**src/rtl/cuckoo_pkg.sv**
```systemverilog
// Shared types for the two-table cuckoo hash store: command/status encodings,
// the table entry layout and the controller state encoding.
package cuckoo_pkg;

  // Table geometry; the controller's KEY_W/IDX_W parameters must match these.
  localparam int unsigned ENTRY_KEY_W = 32;
  localparam int unsigned ENTRY_IDX_W = 5;
  localparam int unsigned KICK_W      = 8;

  localparam logic OP_INSERT = 1'b0;
  localparam logic OP_LOOKUP = 1'b1;

  typedef enum logic [1:0] {
    ST_INSERTED = 2'b00,
    ST_HIT      = 2'b01,
    ST_MISS     = 2'b10,
    ST_FAIL     = 2'b11
  } status_e;

  // alt holds the slot index this key would occupy in the other table.
  typedef struct packed {
    logic                   valid;
    logic [ENTRY_KEY_W-1:0] key;
    logic [ENTRY_IDX_W-1:0] alt;
  } entry_t;

  typedef enum logic [2:0] {
    S_IDLE,
    S_PROBE,
    S_KICK_T1,
    S_KICK_T2,
    S_RESP
  } state_e;

endpackage

```
**src/rtl/cuckoo_table.sv**
```systemverilog
// One cuckoo table: 2**ENTRY_IDX_W entries, combinational read, synchronous write.
// Ports: clk, rst_n (clears valid bits only), rd_idx -> rd_entry_c,
//        wr_en/wr_idx/wr_entry write port.
module cuckoo_table
  import cuckoo_pkg::*;
(
  input  logic                   clk,
  input  logic                   rst_n,
  input  logic [ENTRY_IDX_W-1:0] rd_idx,
  output entry_t                 rd_entry_c,
  input  logic                   wr_en,
  input  logic [ENTRY_IDX_W-1:0] wr_idx,
  input  entry_t                 wr_entry
);

  localparam int unsigned DEPTH = 2 ** ENTRY_IDX_W;

  logic [DEPTH-1:0]       valid_q;
  logic [ENTRY_KEY_W-1:0] key_q [DEPTH];
  logic [ENTRY_IDX_W-1:0] alt_q [DEPTH];

  // Valid bits are the only reset state; payload is don't-care while invalid.
  always_ff @(posedge clk or negedge rst_n) begin
    if (!rst_n) begin
      valid_q <= '0;
    end else if (wr_en) begin
      valid_q[wr_idx] <= wr_entry.valid;
    end
  end

  // Payload storage.
  always_ff @(posedge clk) begin
    if (wr_en) begin
      key_q[wr_idx] <= wr_entry.key;
      alt_q[wr_idx] <= wr_entry.alt;
    end
  end

  // Read port.
  always_comb begin
    rd_entry_c.valid = valid_q[rd_idx];
    rd_entry_c.key   = key_q[rd_idx];
    rd_entry_c.alt   = alt_q[rd_idx];
  end

endmodule

```
**src/rtl/cuckoo_insert_ctrl.sv**
```systemverilog
// Cuckoo hash insert/lookup controller owning both tables and running the
// bounded displacement chain that alternates between table 1 and table 2.
// Ports: req_* command handshake (op, key, idx1, idx2); rsp_* response
// handshake (status, key, kicks), held until rsp_ready; occupancy = valid
// entries across both tables.
module cuckoo_insert_ctrl
  import cuckoo_pkg::*;
#(
  parameter int unsigned KEY_W     = ENTRY_KEY_W,
  parameter int unsigned IDX_W     = ENTRY_IDX_W,
  parameter int unsigned MAX_KICKS = 16
) (
  input  logic             clk,
  input  logic             rst_n,
  input  logic             req_valid,
  output logic             req_ready,
  input  logic             req_op,
  input  logic [KEY_W-1:0] req_key,
  input  logic [IDX_W-1:0] req_idx1,
  input  logic [IDX_W-1:0] req_idx2,
  output logic             rsp_valid,
  input  logic             rsp_ready,
  output logic [1:0]       rsp_status,
  output logic [KEY_W-1:0] rsp_key,
  output logic [7:0]       rsp_kicks,
  output logic [IDX_W+1:0] occupancy
);

  localparam int unsigned OCC_W = IDX_W + 2;
  localparam logic [KICK_W-1:0] KICK_LIMIT = KICK_W'(MAX_KICKS);

  state_e              state_q, state_d;
  logic                op_q, op_d;
  logic [KEY_W-1:0]    key_q, key_d;
  logic [IDX_W-1:0]    idx1_q, idx1_d;
  logic [IDX_W-1:0]    idx2_q, idx2_d;
  logic [KEY_W-1:0]    ck_q, ck_d;        // carried (evicted) key
  logic [IDX_W-1:0]    calt_q, calt_d;    // carried key's slot in the target table
  logic [IDX_W-1:0]    cfrom_q, cfrom_d;  // slot it was evicted from (becomes its alt)
  logic [KICK_W-1:0]   kicks_q, kicks_d;
  logic [OCC_W-1:0]    occ_q, occ_d;
  logic                req_ready_q, req_ready_d;
  logic                rsp_valid_q, rsp_valid_d;
  status_e             rsp_status_q, rsp_status_d;
  logic [KEY_W-1:0]    rsp_key_q, rsp_key_d;
  logic [KICK_W-1:0]   rsp_kicks_q, rsp_kicks_d;

  logic [IDX_W-1:0]    t1_rd_idx, t2_rd_idx, t1_wr_idx, t2_wr_idx;
  entry_t              t1_rd, t2_rd, t1_wr, t2_wr, kick_rd;
  logic                t1_we, t2_we;
  logic                t1_match, t2_match;
  logic                finish;
  status_e             fin_status;
  logic [KEY_W-1:0]    fin_key;

  cuckoo_table u_t1 (
    .clk        (clk),
    .rst_n      (rst_n),
    .rd_idx     (t1_rd_idx),
    .rd_entry_c (t1_rd),
    .wr_en      (t1_we),
    .wr_idx     (t1_wr_idx),
    .wr_entry   (t1_wr)
  );

  cuckoo_table u_t2 (
    .clk        (clk),
    .rst_n      (rst_n),
    .rd_idx     (t2_rd_idx),
    .rd_entry_c (t2_rd),
    .wr_en      (t2_we),
    .wr_idx     (t2_wr_idx),
    .wr_entry   (t2_wr)
  );

  assign t1_match = t1_rd.valid && (t1_rd.key == key_q);
  assign t2_match = t2_rd.valid && (t2_rd.key == key_q);

  // State and datapath registers.
  always_ff @(posedge clk or negedge rst_n) begin
    if (!rst_n) begin
      state_q      <= S_IDLE;
      op_q         <= OP_INSERT;
      key_q        <= '0;
      idx1_q       <= '0;
      idx2_q       <= '0;
      ck_q         <= '0;
      calt_q       <= '0;
      cfrom_q      <= '0;
      kicks_q      <= '0;
      occ_q        <= '0;
      req_ready_q  <= 1'b0;
      rsp_valid_q  <= 1'b0;
      rsp_status_q <= ST_INSERTED;
      rsp_key_q    <= '0;
      rsp_kicks_q  <= '0;
    end else begin
      state_q      <= state_d;
      op_q         <= op_d;
      key_q        <= key_d;
      idx1_q       <= idx1_d;
      idx2_q       <= idx2_d;
      ck_q         <= ck_d;
      calt_q       <= calt_d;
      cfrom_q      <= cfrom_d;
      kicks_q      <= kicks_d;
      occ_q        <= occ_d;
      req_ready_q  <= req_ready_d;
      rsp_valid_q  <= rsp_valid_d;
      rsp_status_q <= rsp_status_d;
      rsp_key_q    <= rsp_key_d;
      rsp_kicks_q  <= rsp_kicks_d;
    end
  end

  // Next-state, table access and response computation.
  always_comb begin
    state_d      = state_q;
    op_d         = op_q;
    key_d        = key_q;
    idx1_d       = idx1_q;
    idx2_d       = idx2_q;
    ck_d         = ck_q;
    calt_d       = calt_q;
    cfrom_d      = cfrom_q;
    kicks_d      = kicks_q;
    occ_d        = occ_q;
    req_ready_d  = req_ready_q;
    rsp_valid_d  = rsp_valid_q;
    rsp_status_d = rsp_status_q;
    rsp_key_d    = rsp_key_q;
    rsp_kicks_d  = rsp_kicks_q;

    // Kick states read the carried key's target slot; otherwise the candidates.
    t1_rd_idx = (state_q == S_KICK_T1) ? calt_q : idx1_q;
    t2_rd_idx = (state_q == S_KICK_T2) ? calt_q : idx2_q;
    kick_rd   = (state_q == S_KICK_T1) ? t1_rd : t2_rd;

    t1_we     = 1'b0;
    t2_we     = 1'b0;
    t1_wr_idx = calt_q;
    t2_wr_idx = calt_q;
    t1_wr     = '{valid: 1'b1, key: ck_q, alt: cfrom_q};
    t2_wr     = '{valid: 1'b1, key: ck_q, alt: cfrom_q};

    finish     = 1'b0;
    fin_status = ST_INSERTED;
    fin_key    = key_q;

    case (state_q)
      S_IDLE: begin
        req_ready_d = 1'b1;
        if (req_valid && req_ready_q) begin
          op_d        = req_op;
          key_d       = req_key;
          idx1_d      = req_idx1;
          idx2_d      = req_idx2;
          kicks_d     = '0;
          req_ready_d = 1'b0;
          state_d     = S_PROBE;
        end
      end

      S_PROBE: begin
        if (t1_match || t2_match) begin
          finish     = 1'b1;
          fin_status = ST_HIT;
        end else if (op_q == OP_LOOKUP) begin
          finish     = 1'b1;
          fin_status = ST_MISS;
        end else begin
          // New key always lands in T1[idx1]; any resident becomes the carry.
          t1_we     = 1'b1;
          t1_wr_idx = idx1_q;
          t1_wr     = '{valid: 1'b1, key: key_q, alt: idx2_q};
          if (!t1_rd.valid) begin
            occ_d  = occ_q + OCC_W'(1);
            finish = 1'b1;
          end else begin
            ck_d    = t1_rd.key;
            calt_d  = t1_rd.alt;
            cfrom_d = idx1_q;
            kicks_d = KICK_W'(1);
            state_d = S_KICK_T2;
          end
        end
      end

      S_KICK_T1, S_KICK_T2: begin
        if (kick_rd.valid && (kicks_q == KICK_LIMIT)) begin
          // Chain exhausted: drop the carried key, tables untouched.
          finish     = 1'b1;
          fin_status = ST_FAIL;
          fin_key    = ck_q;
        end else begin
          t1_we = (state_q == S_KICK_T1);
          t2_we = (state_q == S_KICK_T2);
          if (!kick_rd.valid) begin
            occ_d  = occ_q + OCC_W'(1);
            finish = 1'b1;
          end else begin
            ck_d    = kick_rd.key;
            calt_d  = kick_rd.alt;
            cfrom_d = calt_q;
            kicks_d = kicks_q + KICK_W'(1);
            state_d = (state_q == S_KICK_T1) ? S_KICK_T2 : S_KICK_T1;
          end
        end
      end

      S_RESP: begin
        if (rsp_ready) begin
          rsp_valid_d = 1'b0;
          req_ready_d = 1'b1;
          state_d     = S_IDLE;
        end
      end

      default: state_d = S_IDLE;
    endcase

    if (finish) begin
      rsp_valid_d  = 1'b1;
      rsp_status_d = fin_status;
      rsp_key_d    = fin_key;
      rsp_kicks_d  = kicks_q;
      state_d      = S_RESP;
    end
  end

  assign req_ready  = req_ready_q;
  assign rsp_valid  = rsp_valid_q;
  assign rsp_status = rsp_status_q;
  assign rsp_key    = rsp_key_q;
  assign rsp_kicks  = rsp_kicks_q;
  assign occupancy  = occ_q;

endmodule

```
**config.mk**
```make
export PLATFORM = sky130hd
export DESIGN_NAME = cuckoo_insert_ctrl
export DESIGN_NICKNAME = d
export VERILOG_FILES = /design/src/rtl/cuckoo_pkg.sv /design/src/rtl/cuckoo_table.sv /design/src/rtl/cuckoo_insert_ctrl.sv
export SDC_FILE = /design/constraint.sdc
export NUM_CORES = 2
export LEC_CHECK = 0
export CORE_ASPECT_RATIO = 0.7
export CORE_MARGIN = 2
export CORE_UTILIZATION = 35
export CTS_CLUSTER_DIAMETER = 150
export DETAILED_ROUTE_END_ITERATION = 10
export GPL_TIMING_DRIVEN = 0
export PLACE_DENSITY_LB_ADDON = 0.3
export SYNTH_ARGS = -nofsm -noshare
export SYNTH_HDL_FRONTEND = slang
export SYNTH_HIERARCHICAL = 1
export SYNTH_SLANG_ARGS = --single-unit
```
**constraint.sdc**
```tcl
create_clock -name clk -period 7.95 [get_ports clk]
set_input_delay 0.795 -clock clk [delete_from_list [all_inputs] [get_ports clk]]
set_output_delay 0.795 -clock clk [all_outputs]
set_load 0.01 [all_outputs]
```
==> impl_metrics.py <==
metrics = {
    "placement": {
        "portBuffers": 97,
        "gp_congestion": 0.904,
        "hpwl_um": 207000,
        "place_inst": 10200,
    },
    "power": {
        "ir_worst_vdd_mv": 0.291,
        "p_per_area_mw_per_mm2": 431,
        "p_comb_share_pct": 39.1,
        "power.internal_w": 0.0319,
        "p_sw_w": 0.0202,
        "clkPwrFrac_pct": 23.5,
        "p_sw_share_pct": 38.8,
        "p_leak_nw": 42.5,
        "seqPwrFrac_pct": 37.3,
    },
    "critical_path": {
        "start_kind": "register",
        "cp.buffers_inverters": 6,
        "crit_type": "reg2reg",
        "cp.arrival_ns": 8.58,
        "end_kind": "register",
        "crit_required_ns": 8.47,
        "critical_path.top_delay_family": "simple AND/OR/NAND/NOR gates",
        "cpPeakStageDelay_ns": 0.76,
        "crit_fanout": 17,
        "crit_slowest_cell": "xnor2_1",
        "path_cells": "buf_4 -> nor3b_4 -> mux2_2 -> nor2b_1 -> buf_2 -> clkbuf_1 -> a22oi_1 -> a31oi_1 -> nand3_1 -> xnor2_1 -> nand4_1 -> nor2_1 -> nand4_1 -> o221ai_4 -> buf_4 -> mux2_2 -> or3b_2 -> nor2_4 -> buf_12 -> buf_16",
    },
    "grt": {
        "grt_pass1_wl_um": 415000,
        "grt_max_degree": 94,
        "grt_use_total_pct": 19.3,
        "antenna_found_initial": 5,
        "grt_pass1_vias": 55500,
        "overflow": 0,
    },
    "routing": {
        "top_layer": "met5",
        "wl_met3_um": 28900,
        "ant_nets": 0,
        "wl_per_cell_um": 27.6,
        "wl_met2_um": 119000,
        "drc_errors": 0,
        "via_per_inst": 5.42,
        "met1_length_um": 140000,
        "routed_wl_um": 297000,
        "vias": 58200,
        "drtPass1Iterations": 5,
        "drt-initial-drc-count": 6892,
    },
    "timing": {
        "worst_slack_ns": -0.107,
        "finalClockSkew_ns": 0.0662,
        "rsz0062_at_grt": "no",
        "fmaxAchievable_mhz": 124,
        "hold_viol_final": 0,
        "drv_slew": 0,
        "slew_headroom_pct": 8.77,
        "period_share_pct": 101,
        "tightest_slew_ns": 1.37,
        "finalSetupViolCount": 111,
        "period_needed_ns": 8.06,
        "worst_hold_slack_ns": 0.393,
    },
    "synth": {
        "synth_ff_type": "edfxtp_1",
        "ys_seq_area_share_pct": 73.9,
        "yosysWarnings": 6,
        "synth_area_mm2": 0.103,
        "syn_inst": 6035,
        "synth_top_area_share_pct": 68.8,
        "yosysMostFrequentCell": "edfxtp_1",
        "ys_top_cells_by_count": "2,368 x edfxtp_1, 1,254 x mux2i_1, 315 x a21oi_1",
        "synthArstFlopShare_pct": 8.18,
        "syn_avg_cell_area_um2": 17.1,
        "synthDistinctLibCells": 58,
        "synth_edf_count": 2368,
        "ys_ff_latch": 2579,
        "synth_top_area_cell": "edfxtp_1",
        "synth.area.top_cells": "edfxtp_1 69%, mux2i_1 12%, dfrtp_1 5.1%, mux2_2 2.1%, a22oi_1 1.7%",
    },
    "final_layout": {
        "area_delta_synth_final_pct": 17.2,
        "nets": 6630,
        "fill_cells": 25900,
        "fin_util_pct": 41.3,
        "drive_above_1_share_pct": 16.4,
        "stdcell_count": 10700,
    },
    "cts": {
        "clock_tree.buffer_depth": 4,
        "clock-root-buffer": "clkbuf_16",
        "tritoncts": "built",
        "cts.clk_slew.worst_paths_ns": 0.06,
        "clkSinkCount": 2579,
        "h-tree-depth": 5,
        "clock_latency_ns": 0.87,
        "cts_buffers": 268,
    },
    "floorplanning": {
        "die_y_um": 459,
        "core_mm2": 0.293,
        "die_w_um": 654,
        "die-area_mm2": 0.300,
        "rows": 166,
        "ios": 98,
        "start_util_pct": 35.3,
    },
    "status": {
        "violations": "setup timing",
        "status": "complete, but fails checks",
    },
    "flow_run": {
        "cap_viol_max_count": 0,
    },
    "min_path": {
        "hp-class": "in2async",
    },
}
-- path summary, 6_finish.rpt --
path,cells past startpoint,end,from,slack [ns]
min in group clk,1,rsp_kicks[7],rsp_kicks[7],0.48
worst min-delay path,2,u_t1/valid_q[10],rst_n,0.39
worst min register to register,1,rsp_kicks[7],rsp_kicks[7],0.48
worst max-delay path,20,u_t1/key_q[19][18],state_q[1],-0.11
worst max register to register,20,u_t1/key_q[19][18],state_q[1],-0.11
max in group asynchronous,4,ck_q[13],rst_n,6.11
-- what timing repair did --
item	4_1_cts	5_1_grt
setup buffers	72	20
endpoints found under the hold margin	28	0
cloned	2	0
gates resized for setup	70	42
setup endpoints to repair	3718	1190
pin swaps	31	10
hold buffers	1	0
-- placed cells by master, fill, tap and decap left out, types with 10 or more instances in the layout --
cell and count:
edfxtp_1 2368, mux2i_1 1254, a21oi_1 315, clkbuf_16 281
nand2_1 258, nand3_1 237, a22oi_1 228, dfrtp_1 210
mux2_2 194, clkbuf_1 159, buf_4 159, a22o_1 152
clkdlybuf4s50_1 96, nor3_1 82, a31oi_1 79, buf_12 79
nor2_4 69, buf_2 64, clkinv_1 50, buf_6 48
xnor2_1 39, clkbuf_2 39, mux2_4 36, clkinv_2 24
buf_8 20, xor2_1 19, bufinv_16 18, nand4_1 15
clkbuf_8 15, nor2_1 13, buf_16 10, nand3b_1 10
conb_1 10
-- metal layers --
layer  global-route usage [%]  vias to the layer above
met5                   0.0642                        -
met4                     5.66                        6
met3                     5.01                      384
met2                     26.2                     2538
met1                     29.9                    30300
li1                         -                    24900
-- per-stage QoR --
stage | power, W | instance area, um^2 | TNS, ns | worst slack (ns)
6_report | 0.0522 | 121000 | -4.05 | -0.107
5_1_grt | 0.0540 | 121000 | 0 | 0.00148
4_1_cts | 0.0519 | 121000 | 0 | 0.00439
3_5_place_dp | 0.0393 | 111000 | -5908.24 | -3.30
3_3_place_gp | 0.0388 | 109000 | - | -5.84
2_1_floorplan | 0.0308 | 103000 | 0 | 0.811
-- flip-flops by register name, indices dropped and copies added, names as in the netlist, 3 cells and up --
name,cells
u_t1/key_q,1024
u_t1/alt_q,160
u_t2/valid_q,32
cfrom_q,5
idx1_q,5
rsp_key,32
idx2_q,5
state_q,3
key_q,32
ck_q,32
calt_q,5
u_t2/alt_q,160
occupancy,7
u_t1/valid_q,32
u_t2/key_q,1024
rsp_kicks,8
kicks_q,8
-- area by class of cell --
| cell class | instances | area [um^2] | share of cell area [%] |
|---|---|---|---|
| Sequential cell | 2579 | 76400 | 63.1 |
| Clock inverter | 104 | 948 | 0.783 |
| Buffer | 351 | 2340 | 1.93 |
| Antenna cell | 4 | 10.0 | 0.00827 |
| Tap cell | 3948 | 4940 | 4.08 |
| Timing Repair Buffer | 265 | 3440 | 2.84 |
| Inverter | 6 | 22.5 | 0.0186 |
| Clock buffer | 366 | 7500 | 6.19 |
| Multi-Input combinational cell | 3109 | 25500 | 21.1 |
-- worst register-to-register path, stage by stage (launching register included) --
cell	delay [ns]
dfrtp_1	0.51
buf_4	0.25
nor3b_4	0.47
mux2_2	0.49
nor2b_1	0.14
buf_2	0.32
clkbuf_1	0.63
a22oi_1	0.22
a31oi_1	0.40
nand3_1	0.30
xnor2_1	0.76
nand4_1	0.53
nor2_1	0.25
nand4_1	0.22
o221ai_4	0.23
buf_4	0.28
mux2_2	0.46
or3b_2	0.63
nor2_4	0.19
buf_12	0.22
buf_16	0.21
-- kinds of logic (layout without fill, tap and decap cells) --
logic type / after synthesis / after routing / share of synthesized area [%]
buffers and inverters: 358 / 1092 / 2.19
AND/OR/NAND/NOR: 740 / 742 / 3.35
multiplexers: 1484 / 1484 / 14.8
AO/OA/AOI/OAI: 800 / 800 / 5.14
adder cells (fa/ha/maj): 3 / 3 / 0.0363
XOR/XNOR: 70 / 70 / 0.593
other: 1 / 14 / 0.00363
flip-flops: 2579 / 2579 / 73.9
-- power by group through the flow --
| stage | registers [W] | clock network (W) | logic, W |
|---|---|---|---|
| final | 0.0195 | 0.0123 | 0.0204 |
| after global routing | 0.0197 | 0.0130 | 0.0213 |
| after CTS | 0.0195 | 0.0125 | 0.0199 |
| after detailed placement | 0.0198 | 0 | 0.0195 |
| after global placement | 0.0197 | 0 | 0.0190 |
| after floorplan | 0.0190 | 0 | 0.0118 |
Note: power is estimated with default switching activity, not from simulation.
